File: src/rtl/add32_sequencer_pkg.sv
// add32_sequencer shared definitions.
// FSM encoding and datapath widths for the sequencer and its bus.
package add32_sequencer_pkg;

  localparam int HALF_W = 16;
  localparam int FULL_W = 2 * HALF_W;

  typedef enum logic [1:0] {
    IDLE = 2'd0,
    LO   = 2'd1,
    HI   = 2'd2,
    DONE = 2'd3
  } state_t;

endpackage

File: src/rtl/add32_sequencer_if.sv
// add32_sequencer bus: two requesters, shared 16-bit adder, one response.
// master is the environment side, slave is the sequencer.
interface add32_sequencer_if;
  import add32_sequencer_pkg::*;

  logic              req0_valid;
  logic              req0_ready;
  logic [FULL_W-1:0] req0_a;
  logic [FULL_W-1:0] req0_b;
  logic              req0_sub;

  logic              req1_valid;
  logic              req1_ready;
  logic [FULL_W-1:0] req1_a;
  logic [FULL_W-1:0] req1_b;
  logic              req1_sub;

  logic [HALF_W-1:0] add_a;
  logic [HALF_W-1:0] add_b;
  logic              add_cin;
  logic [HALF_W-1:0] add_s;
  logic              add_cout;

  logic              resp_valid;
  logic              resp_ready;
  logic              resp_id;
  logic [FULL_W-1:0] resp_sum;
  logic              resp_cout;
  logic              resp_ovf;

  modport master (
    output req0_valid, req0_a, req0_b, req0_sub,
    input  req0_ready,
    output req1_valid, req1_a, req1_b, req1_sub,
    input  req1_ready,
    input  add_a, add_b, add_cin,
    output add_s, add_cout,
    input  resp_valid, resp_id, resp_sum,
    input  resp_cout, resp_ovf,
    output resp_ready
  );

  modport slave (
    input  req0_valid, req0_a, req0_b, req0_sub,
    output req0_ready,
    input  req1_valid, req1_a, req1_b, req1_sub,
    output req1_ready,
    output add_a, add_b, add_cin,
    input  add_s, add_cout,
    output resp_valid, resp_id, resp_sum,
    output resp_cout, resp_ovf,
    input  resp_ready
  );

endinterface

File: src/rtl/add32_sequencer_arb.sv
// rr_arb2: two-way arbiter, round-robin or fixed priority.
// last names the requester granted most recently.
module rr_arb2 #(
  parameter bit RR_EN = 1'b1
) (
  input  logic [1:0] valid,
  input  logic       last,
  output logic [1:0] grant
);

  always_comb begin
    grant = 2'b00;
    if (valid == 2'b11) begin
      grant = (RR_EN && !last) ? 2'b10 : 2'b01;
    end else if (valid[0]) begin
      grant = 2'b01;
    end else if (valid[1]) begin
      grant = 2'b10;
    end
  end

endmodule

File: src/rtl/add32_sequencer.sv
// add32_sequencer: 32-bit add/sub built from two passes
// through a shared external 16-bit adder.
module add32_sequencer
  import add32_sequencer_pkg::*;
#(
  parameter bit RR_EN = 1'b1
) (
  input  logic        clock,
  input  logic        reset,
  add32_sequencer_if.slave bus
);

  state_t            state;
  logic              last;
  logic              id;
  logic [1:0]        grant;
  logic              accept;
  logic              sel;
  logic [FULL_W-1:0] a_in;
  logic [FULL_W-1:0] b_in;
  logic [FULL_W-1:0] b_eff;
  logic              sub_in;
  logic [HALF_W-1:0] a_hi;
  logic [HALF_W-1:0] b_hi;
  logic [HALF_W-1:0] sum_lo;
  logic              ovf;

  rr_arb2 #(
    .RR_EN(RR_EN)
  ) u_arb (
    .valid({bus.req1_valid, bus.req0_valid}),
    .last (last),
    .grant(grant)
  );

  assign accept = (state == IDLE) && !reset
                  && (grant != 2'b00);
  assign bus.req0_ready = accept && grant[0];
  assign bus.req1_ready = accept && grant[1];

  assign sel    = grant[1];
  assign a_in   = sel ? bus.req1_a   : bus.req0_a;
  assign b_in   = sel ? bus.req1_b   : bus.req0_b;
  assign sub_in = sel ? bus.req1_sub : bus.req0_sub;
  assign b_eff  = sub_in ? ~b_in : b_in;

  // Signed overflow from the high half's sign bits.
  assign ovf = (a_hi[HALF_W-1] == b_hi[HALF_W-1])
               && (bus.add_s[HALF_W-1] != a_hi[HALF_W-1]);

  always_ff @(posedge clock) begin
    if (reset) begin
      state          <= IDLE;
      last           <= 1'b1;
      id             <= 1'b0;
      a_hi           <= '0;
      b_hi           <= '0;
      sum_lo         <= '0;
      bus.add_a      <= '0;
      bus.add_b      <= '0;
      bus.add_cin    <= 1'b0;
      bus.resp_valid <= 1'b0;
      bus.resp_id    <= 1'b0;
      bus.resp_sum   <= '0;
      bus.resp_cout  <= 1'b0;
      bus.resp_ovf   <= 1'b0;
    end else begin
      unique case (state)
        IDLE: begin
          if (accept) begin
            state       <= LO;
            last        <= sel;
            id          <= sel;
            a_hi        <= a_in[FULL_W-1:HALF_W];
            b_hi        <= b_eff[FULL_W-1:HALF_W];
            bus.add_a   <= a_in[HALF_W-1:0];
            bus.add_b   <= b_eff[HALF_W-1:0];
            bus.add_cin <= sub_in;
          end
        end
        LO: begin
          state       <= HI;
          sum_lo      <= bus.add_s;
          bus.add_a   <= a_hi;
          bus.add_b   <= b_hi;
          bus.add_cin <= bus.add_cout;
        end
        HI: begin
          state          <= DONE;
          bus.resp_valid <= 1'b1;
          bus.resp_id    <= id;
          bus.resp_sum   <= {bus.add_s, sum_lo};
          bus.resp_cout  <= bus.add_cout;
          bus.resp_ovf   <= ovf;
          bus.add_a      <= '0;
          bus.add_b      <= '0;
          bus.add_cin    <= 1'b0;
        end
        DONE: begin
          if (bus.resp_ready) begin
            state          <= IDLE;
            bus.resp_valid <= 1'b0;
          end
        end
        default: state <= IDLE;
      endcase
    end
  end

endmodule
File: src/flat_wrapper.sv
// flat-port wrapper written by rule: the top's interface ports become plain ports
module add32_sequencer_flat import add32_sequencer_pkg::*;
#(
  parameter bit RR_EN = 1'b1
)
  (clock, reset, bus_req0_valid, bus_req0_a, bus_req0_b, bus_req0_sub, bus_req0_ready, bus_req1_valid, bus_req1_a, bus_req1_b, bus_req1_sub, bus_req1_ready, bus_add_a, bus_add_b, bus_add_cin, bus_add_s, bus_add_cout, bus_resp_valid, bus_resp_id, bus_resp_sum, bus_resp_cout, bus_resp_ovf, bus_resp_ready);
  add32_sequencer_if bus_i ();
  input  logic clock;
  input  logic reset;
  input wire logic [$bits(bus_i.req0_valid)-1:0] bus_req0_valid;
  input wire logic [$bits(bus_i.req0_a)-1:0] bus_req0_a;
  input wire logic [$bits(bus_i.req0_b)-1:0] bus_req0_b;
  input wire logic [$bits(bus_i.req0_sub)-1:0] bus_req0_sub;
  output wire logic [$bits(bus_i.req0_ready)-1:0] bus_req0_ready;
  input wire logic [$bits(bus_i.req1_valid)-1:0] bus_req1_valid;
  input wire logic [$bits(bus_i.req1_a)-1:0] bus_req1_a;
  input wire logic [$bits(bus_i.req1_b)-1:0] bus_req1_b;
  input wire logic [$bits(bus_i.req1_sub)-1:0] bus_req1_sub;
  output wire logic [$bits(bus_i.req1_ready)-1:0] bus_req1_ready;
  output wire logic [$bits(bus_i.add_a)-1:0] bus_add_a;
  output wire logic [$bits(bus_i.add_b)-1:0] bus_add_b;
  output wire logic [$bits(bus_i.add_cin)-1:0] bus_add_cin;
  input wire logic [$bits(bus_i.add_s)-1:0] bus_add_s;
  input wire logic [$bits(bus_i.add_cout)-1:0] bus_add_cout;
  output wire logic [$bits(bus_i.resp_valid)-1:0] bus_resp_valid;
  output wire logic [$bits(bus_i.resp_id)-1:0] bus_resp_id;
  output wire logic [$bits(bus_i.resp_sum)-1:0] bus_resp_sum;
  output wire logic [$bits(bus_i.resp_cout)-1:0] bus_resp_cout;
  output wire logic [$bits(bus_i.resp_ovf)-1:0] bus_resp_ovf;
  input wire logic [$bits(bus_i.resp_ready)-1:0] bus_resp_ready;
  assign bus_i.req0_valid = bus_req0_valid;
  assign bus_i.req0_a = bus_req0_a;
  assign bus_i.req0_b = bus_req0_b;
  assign bus_i.req0_sub = bus_req0_sub;
  assign bus_req0_ready = bus_i.req0_ready;
  assign bus_i.req1_valid = bus_req1_valid;
  assign bus_i.req1_a = bus_req1_a;
  assign bus_i.req1_b = bus_req1_b;
  assign bus_i.req1_sub = bus_req1_sub;
  assign bus_req1_ready = bus_i.req1_ready;
  assign bus_add_a = bus_i.add_a;
  assign bus_add_b = bus_i.add_b;
  assign bus_add_cin = bus_i.add_cin;
  assign bus_i.add_s = bus_add_s;
  assign bus_i.add_cout = bus_add_cout;
  assign bus_resp_valid = bus_i.resp_valid;
  assign bus_resp_id = bus_i.resp_id;
  assign bus_resp_sum = bus_i.resp_sum;
  assign bus_resp_cout = bus_i.resp_cout;
  assign bus_resp_ovf = bus_i.resp_ovf;
  assign bus_i.resp_ready = bus_resp_ready;
  add32_sequencer #(.RR_EN(RR_EN)) u_core (.clock(clock), .reset(reset), .bus(bus_i));
endmodule
File: config.mk
export PLATFORM = sky130hd
export DESIGN_NAME = add32_sequencer_flat
export DESIGN_NICKNAME = d
export VERILOG_FILES = /design/src/rtl/add32_sequencer_pkg.sv /design/src/rtl/add32_sequencer_if.sv /design/src/rtl/add32_sequencer_arb.sv /design/src/rtl/add32_sequencer.sv /design/src/flat_wrapper.sv
export SDC_FILE = /design/constraint.sdc
export NUM_CORES = 1
export LEC_CHECK = 0
export CORE_ASPECT_RATIO = 0.75
export CORE_MARGIN = 5
export CORE_UTILIZATION = 45
export CTS_CLUSTER_SIZE = 25
export DETAILED_ROUTE_END_ITERATION = 12
export PLACE_DENSITY = 0.86
export SKIP_CTS_REPAIR_TIMING = 1
export SLEW_MARGIN = 5
export SYNTH_ARGS = -nofsm -noshare
export SYNTH_HDL_FRONTEND = slang
export SYNTH_SLANG_ARGS = --single-unit
File: constraint.sdc
create_clock -name clock -period 3.7 [get_ports clock]
set_input_delay 0.74 -clock clock [delete_from_list [all_inputs] [get_ports clock]]
set_output_delay 0.74 -clock clock [all_outputs]
set_load 0.03 [all_outputs]
# Word level (Yosys, flattened, before mapping)
# Cells that the tools add are included.
# W data, S select, Z words.
[totals]
wordCells = 56
register_bits = 121
in_bits = 152
[classes]
muxes = 19
reduce_logical = 14
eq_ne = 8
bitwise_logic = 1
[op_table]
columns = ["operator", "n"]
rows = [
  ["$mux W32", 3],
  ["$pmux W16 S3", 2],
  ["$mux W16", 2],
  ["$not A32 Y32", 1],
  ["$mux W2", 6],
  ["$pmux W2 S4", 1],
  ["$reduce_and A2 Y1", 4],
  ["$eq A2 B2 Y1 const B", 3],
  ["$logic_and A1 B1 Y1", 5],
  ["$reduce_bool A2 Y1", 2],
  ["$mux W1", 3],
  ["$pmux W1 S3", 1],
  ["$reduce_bool A3 Y1", 1],
  ["$eq A2 B1 Y1 const B", 1],
  ["$logic_not A2 Y1", 1],
  ["$ne A2 B1 Y1 const B", 1],
  ["$ne A2 B2 Y1 const B", 1],
  ["$pmux W1 S2", 1],
  ["$eq A1 B1 Y1", 1],
  ["$logic_not A1 Y1", 1],
  ["$ne A1 B1 Y1", 1],
]

# Logic depth before layout (Yosys ltp)
# Gate-level depths: netlist of run 1.
[logic_depth]
depth_word = 8
mapped_depth = 8

# By module
# A second synthesis of run 1 with hierarchy kept.
[unflattened]
cells_unflattened = 562
hier_area_um2 = 5655.4
[by_module_without_submodules]
columns = ["mod", "cells_per_inst", "n_inst", "area_per_inst_um2", "seq_area_each_um2"]
rows = [
  ["add32_sequencer", 559, 1, 5636.7, 2422.3],
  ["rr_arb2", 3, 1, 18.8, 0.0],
]

# Least setup slack after synthesis of run 1
# OpenSTA, ideal clock, no wires.
[synth_timing]
path_kind = "input to output"
startpoint = "in bus_req1_valid"
endpoint = "out bus_req1_ready"
t_arrival_ps = 2030
cell_stages = 5
n_path_buf = 3
slack_ps = 930
required_time_ps = 2960
cell_sequence = "a21bo_1 buf_6 buf_6 buf_4 nor3_1"
[synth_between]
elab_chain_len = 6
elab_cells_between_ends = 7
cone_classes = "1 x eq/ne; 3 x mux; 3 x reduce/logical"
[synth_lines]
columns = ["item", "line_no", "rtl"]
rows = [
  ["from (decl)", "flat_wrapper.sv:15", "input wire logic [$bits(bus_i.req1_valid)-1:0] bus_req1_valid;"],
  ["$mux W2", "add32_sequencer_arb.sv:17", "end else if (valid[1]) begin"],
  ["$mux W2", "add32_sequencer_arb.sv:15", "end else if (valid[0]) begin"],
  ["$mux W2 *", "add32_sequencer_arb.sv:13", "if (valid == 2'b11) begin"],
  ["$reduce_bool A2 Y1", "add32_sequencer.sv:37", "&& (grant != 2'b00);"],
  ["$logic_and A1 B1 Y1", "add32_sequencer.sv:37", ""],
  ["$logic_and A1 B1 Y1 *", "add32_sequencer.sv:39", "assign bus.req1_ready = accept && grant[1];"],
  ["to (decl)", "flat_wrapper.sv:19", "output wire logic [$bits(bus_i.req1_ready)-1:0] bus_req1_ready;"],
]
# Mark *: on every way between the ends. The rest lies on a longest branch, timed or not.

# Final worst setup path of run 1
# Ends and elaborated chain as after synthesis.

==> flow_summary_export.csv, run 1 <==
group,metric,value,unit
drt,wl_per_cell,16.98,um
global_route,grt.busiest_layer,"met2",
logic_synthesis,syn-num-nets,854,
logic_synthesis,seq_area_frac_synth,40.63,%
timing,slew_headroom,24.05,%
global_route,grt_pass1_wl,27670,um
global_route,grt_pass1_vias,5234,
clock_tree,cts_sinks,121,
final_layout,nNetsFinal,1043,
logic_synthesis,synth_top_area_share,40.63,%
global_route,use_met1,29.95,%
critical_path,worstPathMaxFanout,5,
drt,postRouteAntennaNets,0,
logic_synthesis,synthTopCellsByArea,"dfxtp_1 (41%), mux2i_1 (8.7%), nand2_1 (8.4%)",
logic_synthesis,synth_cell_types,31,
final_layout,postLayoutCoreUtil,67.63,%
final_layout,final_cell_mix,"clkdlybuf4s50_1 (218), nand2_1 (134), dfxtp_1 (121)",
clock_tree,cts-root-buf,"clkbuf_16",
floorplanning,rows,36,
pwr,power.density,725.5,nW/um2
pwr,ir_worst_vdd,0.3947,mV
job,drv_cap,0,
global_route,grt_use_met3,8.174,%
timing,setup_tns,0,ns
place,place_congestion,0.8524,
critical_path,reg2regPathDepth,8,
logic_synthesis,yosys_warnings,0,
final_layout,drive_gt1_share,8.120,%
pwr,power.total,6.366,mW
clock_tree,worstSkewPairLatency,0.40,ns
timing,finalMaxSlewViolations,0,
clock_tree,cts_tree,"built",
final_layout,area_growth,47.16,%
critical_path,r2r_start,"u_core.state[1]$_SDFFE_PP0P_",
floorplanning,start_util,45.96,%
logic_synthesis,yosysTopAreaCell,"dfxtp_1",
place,io_buffers,222,
floorplanning,die_area,15680,um2
logic_synthesis,yosys_register_bits,121,
global_route,antenna_found_initial,0,
critical_path,reg2reg_to,"u_core.bus.add_a[13]$_SDFFE_PP0P_",
timing,rsz0062_at_grt,"no",
floorplanning,die_w,142.9,um
final_layout,antenna_cells,0,
final_layout,final_common_cell,"clkdlybuf4s50_1",
clock_tree,clkSlewWorstSetupHoldPaths,0.06,ns
clock_tree,cts_inserted_buffers,17,
logic_synthesis,syn_area_per_cell,8.554,um2
timing,finalClockSkew,0.009850,ns
floorplanning,ios,223,
timing,hold_violations,0,
place,dp_hpwl,12700,um
logic_synthesis,synthCells,697,
critical_path,critPathKind,"primary input to primary output",
global_route,grt-ovfl-total,0,
drt,drtIter0Drc,418,
global_route,grt_max_degree,50,
drt,routed_via_density,5.208,
worst_hold_path,worstHoldPathType,"flop to flop",
critical_path,crit_arrival,2.41,ns
critical_path,cp.required,2.96,ns
drt,drc,0,
timing,setup_viol,0,
timing,finalCritPeriodShare,85.01,%
critical_path,reg2reg_slack,1.21,ns
critical_path,critPathCaptureType,"primary output",
global_route,gr-usage-met2,35.12,%
pwr,p_leak,3.252,nW
global_route,grt.total_usage,22.52,%
logic_synthesis,syn_area,5962,um2
critical_path,crit_end,"bus_req1_ready",
timing,tightest_slew,1.139,ns
clock_tree,clockBufferDepth,2,
clock_tree,htreeDepth,4,
timing,fmax,317.9,MHz
floorplanning,core,12970,um2
drt,num_vias,5573,
drt,first_pass_iters,4,
critical_path,critPathLaunch,"bus_req1_valid",
timing,fin_crit,3.145,ns
status,status,"finished, final reports clean",
floorplanning,die_h,109.7,um
critical_path,start_kind,"primary input",
drt,wl,18170,um
## cell type report
cell class              instances  area (um2)
clock buffers                  18       429.2
multi-input cells             511        3224
clock inverters                14       186.4
well taps                     171       214.0
repair buffers                233        2290
fillers                      1055        4199
flip-flops and latches        121        2422
inverters                       2       7.507
## registers in the layout (all words and copies together) (netlist names)
register and flops:
u_core.bus.resp_cout 1, u_core.bus.add_a 16, u_core.bus.resp_id 1, u_core.last 1, u_core.id 1, u_core.bus.add_cin 1
u_core.b_hi 16, u_core.a_hi 16, u_core.bus.resp_sum 32, u_core.bus.resp_ovf 1, u_core.bus.add_b 16, u_core.bus.resp_valid 1
u_core.state 2, u_core.sum_lo 16
## worst min-delay path by stage
stage | from | to | slack, ns | cells past startpoint
2_1_floorplan | u_core.id$_SDFFE_PP0P_ | u_core.id$_SDFFE_PP0P_ | 0.44 | 2
3_3_place_gp | u_core.b_hi[3]$_SDFFE_PP0P_ | u_core.b_hi[3]$_SDFFE_PP0P_ | 0.45 | 2
3_5_place_dp | u_core.b_hi[3]$_SDFFE_PP0P_ | u_core.b_hi[3]$_SDFFE_PP0P_ | 0.45 | 2
4_1_cts | u_core.b_hi[3]$_SDFFE_PP0P_ | u_core.b_hi[3]$_SDFFE_PP0P_ | 0.46 | 2
5_1_grt | u_core.b_hi[10]$_SDFFE_PP0P_ | u_core.b_hi[10]$_SDFFE_PP0P_ | 0.48 | 2
6_report | u_core.b_hi[3]$_SDFFE_PP0P_ | u_core.b_hi[3]$_SDFFE_PP0P_ | 0.46 | 2
## logic make-up after synthesis
family / count (synthesis) / synth area share, %
AND/OR/NAND/NOR: 263 / 18.57
buffers and inverters: 65 / 5.582
multiplexers: 52 / 8.730
flip-flops: 121 / 40.63
XOR/XNOR: 64 / 9.402
AO/OA/AOI/OAI: 127 / 16.03
adder cells (fa/ha/maj): 5 / 1.049
## where the power goes
group / internal [mW] / switching [mW]
logic: 1.10 / 1.58
clock network: 1.08 / 0.638
registers: 1.72 / 0.251
total: 3.89 / 2.47
## cells in the mapped netlist, drive strengths merged
cell     instances
mux2i           52
a21oi           37
nor3            18
o211ai          16
a21o            16
xnor2           32
nor2b            2
nand2b           1
clkbuf          24
nor2           107
xor2            32
a21bo            1
inv              2
ha               5
a21boi           1
a311oi          48
a2bb2oi          1
dfxtp          121
a211oi           3
and2             1
buf             39
nand2          134
o21bai           1
o21ai            2
o21a             1
## through the flow
step	hold slack, ns	setup slack [ns]	cell area, um2	instances
floorplan	0.4360	0.9297	5962	697
global placement	0.4461	0.5710	8158	1038
detailed placement	0.4533	0.5693	8158	1038
CTS	0.4620	0.5641	8773	1070
global route	0.4760	0.5009	8773	1070
finish	0.4592	0.5547	8773	1070
## worst max-delay path, cell delays in order
cell             delay [ns]
clkdlybuf4s50_1        0.54
a21bo_2                0.25
nor3_1                 0.17
clkdlybuf4s50_1        0.70
## per-layer routing
metal	part of all wire, %	up-vias
li1	-	2753
met1	44	2610
met2	45	199
met3	10	11
met4	0.69	0
met5	0	-
Power figures use the tool's default switching activity.
==> run 2, diff against run 1 <==
- CORE_UTILIZATION: 45 -> 40
- PLACE_DENSITY: 0.86 -> 0.81
- clock period: 3.7 -> 2.55 ns (I/O delays scaled with it)
==> run 2 against run 1 <==
Compared with the run above:
- non-clock buffer count grew 9
- critical path depth grew 1
- clock power grew 52%
- final cell count grew 3.6%
- worst setup slack lost 0.32 ns
- clock-buffer cell count is the same
- worst hold slack gained 0.0060 ns
- register-to-register slack lost 0.66 ns
- final area grew 2.5%
- sequential cell count is the same
- core utilization shrank 5.8 points
- sequential power grew 45%
==> flow_summary_export.csv, run 2 (synthesis gave the netlist of run 1 again) <==
group,metric,value,unit
timing,finalClockSkew,0.007873,ns
floorplanning,die_h,115.7,um
clock_tree,cts_inserted_buffers,17,
final_layout,final_common_cell,"clkdlybuf4s50_1",
final_layout,nNetsFinal,1052,
drt,drc,0,
timing,setup_viol,0,
critical_path,worstPathMaxFanout,22,
critical_path,r2r_start,"u_core.state[0]$_SDFFE_PP0P_",
clock_tree,clockBufferDepth,2,
place,io_buffers,222,
pwr,p_leak,3.353,nW
clock_tree,htreeDepth,4,
final_layout,final_cell_mix,"clkdlybuf4s50_1 (217), nand2_1 (134), dfxtp_1 (121)",
final_layout,antenna_cells,0,
clock_tree,cts-root-buf,"clkbuf_16",
final_layout,regMostFlops,"u_core.bus.resp_sum",
timing,whs,0.4652,ns
final_layout,area_growth,50.89,%
timing,fmax,432.0,MHz
status,status,"finished, final reports clean",
timing,fin_crit,2.315,ns
critical_path,critPathLaunch,"bus_req0_valid",
critical_path,crit_arrival,1.81,ns
floorplanning,ios,223,
timing,setup_tns,0,ns
drt,wl_per_cell,16.65,um
clock_tree,cts_tree,"built",
global_route,grt.total_usage,20.81,%
drt,drtIter0Drc,272,
floorplanning,rows,38,
worst_hold_path,worstHoldPathType,"flop to flop",
drt,routed_via_density,5.034,
final_layout,regArea,2422,um2
place,post_dp_cell_area,8347,um2
critical_path,critPathKind,"primary input to primary output",
global_route,antenna_found_initial,0,
place,dp_hpwl,13300,um
global_route,grt-ovfl-total,0,
global_route,grt_pass1_vias,5301,
clock_tree,worstSkewPairLatency,0.40,ns
pwr,power.density,1052,nW/um2
final_layout,drive_gt1_share,9.251,%
job,drv_cap,0,
drt,first_pass_iters,4,
critical_path,start_kind,"primary input",
place,place_congestion,0.8673,
drt,wl,18450,um
drt,num_vias,5578,
worst_hold_path,hold_start,"u_core.b_hi[2]$_SDFFE_PP0P_",
clock_tree,clkSlewWorstSetupHoldPaths,0.06,ns
global_route,grt_max_degree,61,
floorplanning,core,14550,um2
clock_tree,cts_sinks,121,
final_layout,largest_reg_flops,32,
critical_path,cp.required,2.04,ns
floorplanning,die_area,17470,um2
timing,finalMaxSlewViolations,0,
final_layout,nFillCells,1308,
final_layout,postLayoutCellArea,8996,um2
floorplanning,start_util,40.98,%
final_layout,multi_input_area,3224,um2
floorplanning,die_w,151.0,um
critical_path,critPathCaptureType,"primary output",
pwr,ir_worst_vdd,0.5643,mV
global_route,grt_pass1_wl,28650,um
timing,rsz0062_at_grt,"no",
timing,slew_headroom,60.14,%
timing,finalCritPeriodShare,90.79,%
timing,tightest_slew,0.5979,ns
drt,postRouteAntennaNets,0,
timing,hold_violations,0,
run 2: worst paths after layout:
check / end / slack [ns] / depth (start not counted)
worst max register to register: u_core.bus.add_b[14]$_SDFFE_PP0P_ / 0.55 / 7
worst min register to register: u_core.b_hi[2]$_SDFFE_PP0P_ / 0.47 / 2
worst min-delay path: u_core.b_hi[2]$_SDFFE_PP0P_ / 0.47 / 2
worst max-delay path: bus_req1_ready / 0.23 / 5
run 2: layout make-up:
type / instances / share of cell area [%]
tap: 200 / 2.782
timing repair buffer: 242 / 27.15
multi-input combinational: 511 / 35.84
clock inverter: 14 / 2.337
clock buffer: 18 / 4.882
sequential: 121 / 26.93
inverter: 2 / 0.08345
run 2: routing by layer:
metal,up-vias,part of all wire (%),GRT usage (%)
met1,2615,45,27.90
met4,0,0.67,3.925
li1,2758,-,-
met2,195,45,32.82
met5,-,0,0
met3,10,9.6,7.389
run 2: critical path, stage by stage:
cell and delay, ns:
clkdlybuf4s50_1 0.60, o21ai_1 0.09, buf_4 0.22, nor3_1 0.18, buf_4 0.20
run 2: per-stage QoR:
stage	power (mW)	util, %	instances	setup WS (ns)
2_1_floorplan	5.374	-	697	0.2397
3_3_place_gp	6.834	57.37	1076	0.2836
3_5_place_dp	6.908	57.37	1076	0.2563
4_1_cts	9.557	61.83	1108	0.2454
5_1_grt	10.02	61.83	1108	0.1422
6_report	9.463	61.83	1108	0.2349
run 2: where the power goes:
group          internal, mW  switching [mW]
Sequential             2.49           0.372
Clock                  1.69           0.920
Combinational          1.70            2.29
